`config.mk`:
```
export PLATFORM = sky130hd
export DESIGN_NAME = fp_div_issue
export DESIGN_NICKNAME = d
export VERILOG_FILES = /design/src/rtl/fp_div_issue.sv
export SDC_FILE = /design/constraint.sdc
export NUM_CORES = 1
export LEC_CHECK = 0
export BUFFER_PORTS_ARGS = -buffer_cell sky130_fd_sc_hd__buf_2
export CAP_MARGIN = 20
export CORE_ASPECT_RATIO = 2
export CORE_MARGIN = 2
export CORE_UTILIZATION = 48
export DETAILED_ROUTE_END_ITERATION = 7
export MAX_ROUTING_LAYER = met4
export PLACE_DENSITY_LB_ADDON = 0.12
export REMOVE_ABC_BUFFERS = 1
export SYNTH_ARGS = -nofsm -noshare
export SYNTH_HDL_FRONTEND = slang
export SYNTH_SLANG_ARGS = --single-unit
```
`constraint.sdc`:
```
create_clock -name clk -period 3.5 [get_ports clk]
set_input_delay 0.175 -clock clk [delete_from_list [all_inputs] [get_ports clk]]
set_output_delay 0.175 -clock clk [all_outputs]
set_load 0.05 [all_outputs]
```
`src/rtl/fp_div_issue.sv`:
```
// fp_div_issue
// Request queue and issue controller placed directly in front of fp_div.
// Tagged divide requests arrive on a valid/ready port and are buffered in a
// DEPTH-entry FIFO. The head entry is issued to the divider with a one-cycle
// start pulse. Its operands are held on div_op_a/div_op_b until the result is
// captured. Results leave in request order, with their tags, on a valid/ready
// output port.
//
// Ports
//   clk, rst               clock; asynchronous active-high reset
//   in_valid/in_ready      request handshake (in_ready = count < DEPTH)
//   in_op_a/in_op_b/in_tag dividend, divisor, request tag
//   div_start              one-cycle start pulse to the divider
//   div_op_a/div_op_b      head operands during START/WAIT, otherwise 0
//   div_done/div_res       divider done level and result
//   out_valid/out_ready    result handshake
//   out_res/out_tag        captured quotient and its tag
//   count                  FIFO occupancy
//   busy                   controller not idle, or queue not empty
//
// state  | meaning
// -------+---------------------------------------------------------------
// IDLE   | nothing in flight; leave as soon as the queue holds a request
// START  | div_start high for this single cycle; head operands driven
// WAIT   | operands held; capture div_res and pop when div_done is seen
// OUT    | result held on out_*; no new issue until it is accepted

module fp_div_issue #(
   parameter int DATA_W = 32,
   parameter int TAG_W  = 4,
   parameter int DEPTH  = 4
) (
   input  logic                       clk,
   input  logic                       rst,
   input  logic                       in_valid,
   output logic                       in_ready,
   input  logic [DATA_W-1:0]          in_op_a,
   input  logic [DATA_W-1:0]          in_op_b,
   input  logic [TAG_W-1:0]           in_tag,
   output logic                       div_start,
   output logic [DATA_W-1:0]          div_op_a,
   output logic [DATA_W-1:0]          div_op_b,
   input  logic                       div_done,
   input  logic [DATA_W-1:0]          div_res,
   output logic                       out_valid,
   input  logic                       out_ready,
   output logic [DATA_W-1:0]          out_res,
   output logic [TAG_W-1:0]           out_tag,
   output logic [$clog2(DEPTH+1)-1:0] count,
   output logic                       busy
);

   localparam int CNT_W = $clog2(DEPTH + 1);
   localparam int PTR_W = $clog2(DEPTH);

   typedef enum logic [1:0] {
      S_IDLE  = 2'd0,
      S_START = 2'd1,
      S_WAIT  = 2'd2,
      S_OUT   = 2'd3
   } state_t;

   state_t state, state_nxt;

   logic [DATA_W-1:0] mem_a   [DEPTH];
   logic [DATA_W-1:0] mem_b   [DEPTH];
   logic [TAG_W-1:0]  mem_tag [DEPTH];
   logic [PTR_W-1:0]  wr_ptr, rd_ptr;

   logic push, pop, op_active;

   // Registered count only, so a pop in a full cycle does not open in_ready.
   assign in_ready = (count < CNT_W'(DEPTH));
   assign push     = in_valid & in_ready;
   // div_done idles high, so it is only meaningful once we are in WAIT.
   assign pop      = (state == S_WAIT) & div_done;

   // Payload storage carries no reset; validity is tracked by count.
   always_ff @(posedge clk) begin
      if (push) begin
         mem_a[wr_ptr]   <= in_op_a;
         mem_b[wr_ptr]   <= in_op_b;
         mem_tag[wr_ptr] <= in_tag;
      end
   end

   always_ff @(posedge clk or posedge rst) begin
      if (rst) begin
         state   <= S_IDLE;
         wr_ptr  <= '0;
         rd_ptr  <= '0;
         count   <= '0;
         out_res <= '0;
         out_tag <= '0;
      end else begin
         state <= state_nxt;
         count <= count + CNT_W'(push) - CNT_W'(pop);
         if (push) wr_ptr <= wr_ptr + PTR_W'(1);
         if (pop) begin
            rd_ptr  <= rd_ptr + PTR_W'(1);
            out_res <= div_res;
            out_tag <= mem_tag[rd_ptr];
         end
      end
   end

   always_comb begin
      state_nxt = state;
      div_start = 1'b0;
      out_valid = 1'b0;
      op_active = 1'b0;
      case (state)
         S_IDLE: begin
            if (count != '0) state_nxt = S_START;
         end
         S_START: begin
            div_start = 1'b1;
            op_active = 1'b1;
            state_nxt = S_WAIT;
         end
         S_WAIT: begin
            op_active = 1'b1;
            if (div_done) state_nxt = S_OUT;
         end
         S_OUT: begin
            out_valid = 1'b1;
            // count already reflects the pop made at capture.
            if (out_ready) state_nxt = (count != '0) ? S_START : S_IDLE;
         end
         default: state_nxt = S_IDLE;
      endcase
   end

   assign div_op_a = op_active ? mem_a[rd_ptr] : '0;
   assign div_op_b = op_active ? mem_b[rd_ptr] : '0;
   assign busy     = (state != S_IDLE) || (count != '0);

endmodule

```
**Word-level counts from Yosys, hierarchy flattened**

Memories as Yosys holds them, arrays and structs flattened. A register that Yosys moved wholly into a read port is not among the register bits.
Cells that the tools add are included.

- Output and inout port bits: 107
- Register bits: 41
- Bits in writable memories: 272
- Input port bits: 105
- Word-level logic and storage cells: 39
- Memories: 3

Memories:

| name | depth | width | rd ports | clocked after Yosys merged registers in | write ports | line | RTL |
|---|---|---|---|---|---|---|---|
| mem_a | 4 | 32 | 1 | 0 | 1 | 65 | `logic [DATA_W-1:0] mem_a [DEPTH];` |
| mem_b | 4 | 32 | 1 | 0 | 1 | 66 | `logic [DATA_W-1:0] mem_b [DEPTH];` |
| mem_tag | 4 | 4 | 1 | 1 | 1 | 67 | `logic [TAG_W-1:0] mem_tag [DEPTH];` |

- Reduce and logical (&&, ||, !) cells: 6
- Bitwise logic cells: 2
- Add/sub/neg operators: 4
- Mux-type cells: 12
- Eq/ne operators: 6
- Magnitude comparators: 1

Operators by type and width:

| operator | count |
|---|---|
| 32-bit two-way mux | 2 |
| 2-bit case mux with 4 select lines | 1 |
| 1-bit two-way mux | 6 |
| 2-bit two-way mux | 3 |
| 2-bit inequality test (second input constant) | 3 |
| 2-bit by 1-bit adder with 2-bit output (second input constant) | 2 |
| 2-bit equality test (second input constant) | 2 |
| 3-bit by 1-bit adder with 3-bit output | 1 |
| 3-bit less-than comparator (second input constant) | 1 |
| 3-bit AND reduction | 1 |
| 3-bit nonzero test | 1 |
| 3-bit by 1-bit subtractor with 3-bit output | 1 |
| 1-bit bitwise AND | 2 |
| 2-bit by 1-bit equality test with 1-bit output (second input constant) | 1 |
| 2-bit logical NOT | 1 |
| 2-bit nonzero test | 1 |
| 2-bit OR reduction | 1 |
| 1-bit logical OR | 1 |

**Logic depth before layout (Yosys ltp)**

Gate-level depths: netlist of the first run.

- Depth in word-level cells: 4
- Gate-level depth with buffers: 11
- Mapped depth without buffers: 9

**Worst setup path after synthesis of the first run**

No wires, ideal clock.

- Path kind: register to register
- Start point: reg count[2]
- End point: mem mem_a[0][0], enable pin
- Data arrival time: 2.629 ns
- Stages on the path, launching flop included: 4
- Setup slack: 0.438 ns
- Library setup time: 0.433 ns
- Period minus slack after synthesis: 3.062 ns
- Required time: 3.067 ns
- Buffers on the path: 1
- Cells stage by stage: dfrtp_1 > nor2b_1 > clkbuf_1 > and2_1

- Longest elaborated chain between the ends: 4

Ends and longest elaborated chain:

| what | line | RTL |
|---|---|---|
| start: declaration | 49 | `output logic [$clog2(DEPTH+1)-1:0] count,` |
| start signal: assignment | 97 | `count <= count + CNT_W'(push) - CNT_W'(pop);` |
| 3-bit less-than comparator | 73 | `assign in_ready = (count < CNT_W'(DEPTH));` |
| 1-bit bitwise AND | 74 | `assign push = in_valid & in_ready;` |
| 1-bit two-way mux | 80 | `if (push) begin` |
| 1-bit two-way mux (not written as such) | 81 | `mem_a[wr_ptr] <= in_op_a;` |
| end: declaration | 65 |  |

No other way between the ends.

**Worst setup path after layout of the first run**

- Start point: reg state[0]
- End point: out div_op_a[17]

- Longest elaborated chain between the ends: 4
- Elaborated cells on any way between the ends: 5
- Classes of those cells: 2 x eq/ne; 2 x mux; 1 x reduce/logical

Ends and longest elaborated chain:

| what | line | RTL |
|---|---|---|
| start: declaration | 63 | `state_t state, state_nxt;` |
| start signal: assignment | 96 | `state <= state_nxt;` |
| 2-bit equality test / 2-bit by 1-bit equality test with 1-bit output (equally long branches) | 112 | `case (state)` |
| 2-bit OR reduction (no line) (*) | - |  |
| 1-bit two-way mux (*) | 112 |  |
| 32-bit two-way mux (*) | 134 | `assign div_op_a = op_active ? mem_a[rd_ptr] : '0;` |
| end: declaration | 41 | `output logic [DATA_W-1:0] div_op_a,` |

Every way passes the cells marked *; elsewhere a longest branch is shown, timed or not.

==> key figures, run 1 <==
Setup path
  – Setup Crit Path Kind: reg2out
  – Worst path required time: around 3300 ps
  – Critical path endpoint category: output pin
  – Critical Path Start Type: flip-flop
  – CP arrival: 2780 ps
  – Critical path peak fanout: 50

Routing
  – Wirelength per Cell: ~20 µm
  – Antenna viol nets, final: 0
  – Initial DRC count: between 200 and 250
  – Drt total wl: between 20 and 25 mm
  – Total number of vias: about 6,400
  – Vias per cell: 5.15
  – Pre-Repair DR Iteration Count: 5
  – Met2 routed WL: about 14 mm
  – DR DRC count: 0
  – Met3 wire len: around 1.3 mm
  – Top sig layer: met4
  – WL met1: around 9.4 mm

Synth
  – Syn Inst Count: 562
  – Post-synthesis register bit count: approximately 320
  – Mean post-synth cell area: approximately 22 µm²
  – Post-synthesis sequential area ratio: approximately three quarters
  – Synth Cell Area: 12,200 µm²
  – Syn. warnings: 0
  – Distinct cells, synth: 26

Clock tree
  – TritonCTS clock tree: done
  – TritonCTS Buffers: 28
  – Worst skew pair latency: between 500 and 600 ps
  – # clock sinks: roughly 320
  – Setup Buffers After CTS: 0
  – Max Root-Sink Buffers: 3
  – Clk root buf: clkbuf_16
  – Htree depth: 1
  – CTS clk-pin slew, worst paths: 60 ps

Placed design
  – Placement Setup Slack: ~1100 ps
  – Routability cong.: 0.683
  – Post-DP HPWL: ~15 mm
  – IO Port Bufs: approximately 210

Global route
  – Vias in the first global route: approximately 7,000
  – First-pass GRT wire length: roughly 38 mm
  – Global-route usage over all layers: 19.1%
  – Pin count of the biggest net entering global routing: 69
  – Initial antenna violation count: 0
  – Total grt overflow: 0

Floorplan
  – Die W: 117 µm
  – Core Rows: between 80 and 90
  – Placeable Area: ~25,000 µm²
  – Die height: about 230 µm
  – Die area: between 20,000 and 30,000 µm²
  – IO Count: about 210
  – Initial Utilization: between 40% and 50%

STA
  – RSZ-0062 raised after global routing: false
  – Clk_skew: 15.4 ps
  – Hold Slack: approximately 130 ps
  – Final slew viol count: 0
  – Slew @ Worst Pin: slightly above 1000 ps
  – Slew margin rel.: a little under a third
  – Min Clock Period, post-route: 2950 ps
  – Final Hold Viols: 0
  – Setup violations, final: 0
  – Fin worst setup slack: 546 ps
  – Final TNS setup: 0 ps
  – Max Fclk: ~0.34 GHz
  – Final Cycle Share: 84.4%

Layout
  – Storage element area: approximately 9300 µm²
  – Diodes inserted: 0
  – Most frequent cells in the layout: edfxtp_1 (272), buf_2 (211), dlygate4sd3_1 (101), mux4_2 (68), and2_1 (65)
  – Multi-input gate area: about 2700 µm²
  – Fillers: 1,859
  – Area Overhead vs Synth: 27.9%
  – # nets final: between 1,000 and 1,500
  – Commonest non-fill, non-tap cell in the layout: edfxtp_1
  – Share of cells above drive strength 1: a little over two fifths

Worst hold path
  – Worst hold path type: in2reg

Outcome
  – Status: finished, final reports clean

Flow run
  – Total of max-cap violations: 0
## sequential cells by signal, indices dropped and copies added (netlist names)
register	count
out_tag	4
mem_tag	16
out_res	32
wr_ptr	2
rd_ptr	2
count	3
mem_a	128
mem_b	128
state	2
## per-stage QoR
step	instance area, µm²	util (%)	std cells
floorplan	12000	-	534
global placement	13700	54.6	1095
detailed placement	13700	54.6	1095
CTS	15600	62.2	1247
global route	15600	62.2	1247
finish	15600	62.2	1247
## worst max-delay path, stage by stage, from the launching register on
cell     delay [ps]
dfrtp_1         400
inv_1           110
ha_2           1020
buf_4           290
and2_1          130
buf_2           260
## metal layers
layer  up-vias  GRT usage, %
met5         -             -
met4         0          4.78
met3        20          2.70
met2       206          34.8
met1      3313          21.8
li1       2879             -
## cells by family after synthesis
logic type / synth area share, %
adders and majority gates: 1.19
xor gates and xnor gates: 0.360
buffers and inverters: 1.64
and+or+nand+nor: 4.04
DFF: 76.4
AOI/OAI and AO/OA: 0.350
muxes: 16.0
## cells in the mapped netlist
cell / instances / area (µm²)
mux4_2: 68 / 1530
clkbuf_1: 12 / 45.0
a211o_1: 1 / 8.76
buf_4: 6 / 45.0
edfxtp_1: 272 / 8170
buf_12: 1 / 20.0
buf_6: 1 / 11.3
nand2b_1: 2 / 12.5
o31ai_1: 2 / 15.0
xor2_1: 1 / 8.76
and4_1: 1 / 8.76
nor2_1: 1 / 3.75
nor3_1: 1 / 5.00
a211oi_1: 1 / 7.51
a31oi_1: 1 / 6.26
xnor2_1: 4 / 35.0
buf_2: 8 / 40.0
fa_1: 1 / 20.0
nor2b_1: 3 / 18.8
and2_1: 69 / 432
inv_1: 10 / 37.5
mux2_2: 37 / 417
ha_1: 10 / 125
o21ai_0: 1 / 5.00
nand2_1: 3 / 11.3
dfrtp_1: 45 / 1130
## worst paths after layout
path                                         start  cells past startpoint                      end  slack (ps)
setup reg to reg                count[2]$_DFF_PP0_                      8       count[2]$_DFF_PP0_        1180
hold reg to reg            out_res[26]$_DFFE_PP0P_                      1  out_res[26]$_DFFE_PP0P_         500
hold / removal                            in_valid                      3    wr_ptr[0]$_DFFE_PP0P_         130
min in group asynchronous                      rst                      4    rd_ptr[1]$_DFFE_PP0P_         320
max in group asynchronous                      rst                      4    rd_ptr[0]$_DFFE_PP0P_        2760
setup / recovery              state[0]$_DFFE_PP0P_                      5             div_op_a[17]         550
## repair_timing
item,4_1_cts,5_1_grt
gates resized for setup,0,0
hold endpoints to repair,349,0
hold buffers,101,0
## final cells by class
class | count | area share (%)
Sequential cell | 317 | 59.8
Multi-Input combinational cell | 207 | 17.2
Timing Repair Buffer | 326 | 14.4
Clock buffer | 41 | 5.35
Tap cell | 336 | 2.70
Clock inverter | 10 | 0.314
Inverter | 10 | 0.241
Power of run 1 is left out: the tool's default activity adds up to more than one toggle a clock period on the data nets, which glitch-free logic cannot reach.
==> run 2: changes to the inputs <==
ABC_AREA = 1   (was unset)
clock period = 2.9 ns   (was 3.5 ns; I/O delays follow)
==> run 2 against run 1 <==
Net effect:
- first-iteration DRC count grew 130%
- non-clock buffer count grew 10
- count of clock-buffer cells in the layout shrank 12
- hold slack lost 32 ps
- critical endpoint is now div_op_b[9]
- die area grew 2.6%
==> key figures, run 2 <==
Synth
  – Post-synthesis register bit count: 317 (unchanged)
  – Share of the synthesized area in the top cell type: 65.4% (-1.7 points)
  – Ys async rst share: 14.2% (unchanged)
  – Synth area leaders: edfxtp_1 (65%), dfrtp_1 (9.0%), nor2_1 (8.5%), nand2_1 (4.2%), o21ai_0 (3.5%)
  – Post-synth EDFFs: 272 (unchanged)
  – Most common cell in the netlist: nor2_1
  – Synth Cell Area: 12,500 µm² (+2.6%)
  – Post-synth top cells: nor2_1 (282), edfxtp_1 (272), nand2_1 (139), o21ai_0 (88), a21oi_1 (65)
  – Syn. warnings: 0 (unchanged)
  – Syn Inst Count: 1,038 (+85%)
  – Mean post-synth cell area: 12.0 µm² (-44%)
  – Ys flop type: edfxtp_1
  – Distinct cells, synth: 21 (-19%)
  – Post-synthesis sequential area ratio: 74.4% (-2.0 points)
  – Synth area leader: edfxtp_1

Setup path
  – Worst path required time: 2760 ps (-560 ps)
  – Critical path endpoint category: output pin
  – Cell family with most CP delay: buffers and inverters
  – Critical path peak fanout: 26 (-48%)
  – Crit path cell chain: inv_1 -> ha_1 -> inv_2 -> buf_4 -> a21oi_1 -> buf_2
  – Critical Path Max Stage Delay: 510 ps (-510 ps)
  – CP arrival: 2620 ps (-160 ps)
  – R2R Setup Slk: 730 ps (-450 ps)
  – Setup Crit Path Kind: reg2out
  – WP buf/inv: 4 (+1)
  – Critical Path Start Type: flip-flop
  – Highest-delay cell along the critical path: inv_2

Global route
  – Vias in the first global route: 8,451 (+20%)
  – First-pass GRT wire length: 44.6 mm (+19%)
  – Total grt overflow: 0 (unchanged)
  – Pin count of the biggest net entering global routing: 69 (unchanged)
  – Initial antenna violation count: 0 (unchanged)
  – Global-route usage over all layers: 21.3% (+2.2 points)

Placed design
  – Routability cong.: 0.728 (+6.7%)
  – Post-DP HPWL: 16.5 mm (+13%)
  – IO Port Bufs: 211 (unchanged)
  – Inst Count DP: 1,553 (+42%)

STA
  – Slew margin rel.: 50.9% (+19 points)
  – Hold Slack: 93.5 ps (-31.9 ps)
  – RSZ-0062 raised after global routing: false
  – Setup violations, final: 0 (unchanged)
  – Clk_skew: 5.77 ps (-9.66 ps)
  – Min Clock Period, post-route: 2760 ps
  – Final Hold Viols: 0 (unchanged)
  – Slew @ Worst Pin: 733 ps (-288 ps)
  – Final Cycle Share: between 90% and 100%
  – Final slew viol count: 0 (unchanged)
  – Max Fclk: around 0.36 GHz
  – Final TNS setup: 0 ps (unchanged)

Pwr
  – Switching Share: about half
  – VDD IR-drop max: 1010 µV
  – Sw Pwr: 9060 µW
  – Combinational fraction of design power: about 50%
  – Flop pwr share: between 30% and 40%
  – P per Cell Area: ~1200 nW/µm²
  – Clock Power Share: between 15 and 20%
  – Pleak: a little over 0.006 µW
  – Pint: around 9700 µW

Clock tree
  – Htree depth: 1 (unchanged)
  – Max Root-Sink Buffers: 3 (unchanged)
  – Setup Buffers After CTS: 0 (unchanged)
  – Worst skew pair latency: 530 ps (about the same)
  – # clock sinks: 317 (unchanged)
  – TritonCTS Buffers: 27 (-3.6%)
  – CTS clk-pin slew, worst paths: 70 ps (about the same)
  – TritonCTS clock tree: done
  – Clk root buf: clkbuf_16

Floorplan
  – Die height: 232 µm (+1.3%)
  – Die area: 27,400 µm² (+2.6%)
  – Core Rows: 83 (+1.2%)
  – Die W: 118 µm (+1.3%)
  – Initial Utilization: 48.7% (+0.080 points)
  – Placeable Area: 25,700 µm² (+2.5%)
  – IO Count: 212 (unchanged)

Routing
  – Initial DRC count: 522 (+130%)
  – Pre-Repair DR Iteration Count: 5 (unchanged)
  – DR DRC count: 0 (unchanged)
  – Drt total wl: 28.7 mm (+15%)
  – Antenna viol nets, final: 0 (unchanged)
  – Wirelength per Cell: 16.9 µm (-15%)
  – Total number of vias: 8,551 (+33%)
  – Vias per cell: 5.03 (-2.3%)

Layout
  – Share of cells above drive strength 1: 20.4% (-21 points)
  – Commonest non-fill, non-tap cell in the layout: nor2_1
  – Diodes inserted: 0 (unchanged)
  – Biggest regs: mem_a (128), mem_b (128), out_res (32)
  – Area Overhead vs Synth: 25.8%
  – # nets final: 1,459 (+45%)
  – Final core occ: 61.2% (-0.94 points)
  – Most frequent cells in the layout: nor2_1 (278), edfxtp_1 (272), buf_2 (211), nand2_1 (139), dlygate4sd3_1 (101)
  – Cell Count, Final, Fillers Out: 1,700 (+36%)

Worst hold path
  – Worst hold path type: in2reg

Outcome
  – Status: finished, final reports clean

Flow run
  – Total of max-cap violations: 0 (unchanged)
-- run 2: cell count changes in the layout (fill, tap and decap cells not counted), moves of 37 or more --
cell / delta
nor2_1: +277
nand2_1: +136
o21ai_0: +87
mux4_2: -68
a21oi_1: +65
and2_1: -65
o21ai_1: +41
mux2_2: -37
-- run 2: metal layers --
metal  track usage [%]  up-vias  part of all wire (%)  wire, µm
li1                  -     4147                     -         -
met1              23.9     4093                    40     11400
met2              38.8      267                    53     15200
met3              2.87       44                   4.9      1400
met4              7.49        0                   2.7       771
met5                 -        -                     0         0
-- run 2: what timing repair did --
item	CTS	global route
hold buffers	101	0
resized for setup	0	0
hold endpoints to repair	324	0
-- run 2: stage by stage --
stage	setup slack, ps	cell area, µm²	total power [µW]
after floorplan	-1840	12100	13000
after global placement	686	13900	15600
after detailed placement	690	13900	15700
after CTS	93.8	15700	19000
after global routing	14.7	15700	19800
final	138	15700	18800
-- run 2: power by group through the flow --
stage	Clock [µW]	Combinational, µW	Sequential [µW]
4_1_cts	3270	9530	6180
6_report	3180	9430	6180
3_5_place_dp	0	9400	6270
3_3_place_gp	0	9350	6250
5_1_grt	3430	10100	6260
2_1_floorplan	0	5610	7380
-- run 2: path summary, 6_finish.rpt --
check                                        from                endpoint  cells after the start
hold / removal                          out_ready    state[0]$_DFFE_PP0P_                      7
setup / recovery             state[0]$_DFFE_PP0P_             div_op_b[9]                      6
min in group asynchronous                     rst    state[0]$_DFFE_PP0P_                      3
hold reg to reg            out_res[6]$_DFFE_PP0P_  out_res[6]$_DFFE_PP0P_                      2
max in group asynchronous                     rst   rd_ptr[0]$_DFFE_PP0P_                      4
setup reg to reg             state[0]$_DFFE_PP0P_      count[2]$_DFF_PP0_                     10
-- run 2: tightest hold or removal path: cells and delay by family --
kind | cells | cell delay [ps]
AND/OR/NAND/NOR | 3 | 150
AO/OA/AOI/OAI | 1 | 90
buffers and inverters | 3 | 200
-- run 2: kinds of logic (layout without fill, tap and decap cells) --
logic type / count (synthesis) / count (layout) / share of synthesized area (%)
and+or+nand+nor: 423 / 423 / 12.7
xor gates and xnor gates: 4 / 4 / 0.281
DFF: 317 / 317 / 74.4
buffers and inverters: 88 / 410 / 3.54
AOI/OAI and AO/OA: 195 / 195 / 7.84
adders and majority gates: 11 / 11 / 1.16
-- run 2: cell type report --
type                            instances  area (µm²)
Clock inverter                         17        72.6
Sequential cell                       317        9300
Inverter                               28         106
Timing Repair Buffer                  336        2330
Fill cell                            2085        9950
Multi-Input combinational cell        633        2780
Clock buffer                           29         683
Tap cell                              340         425
Power figures use the tool's default switching activity.
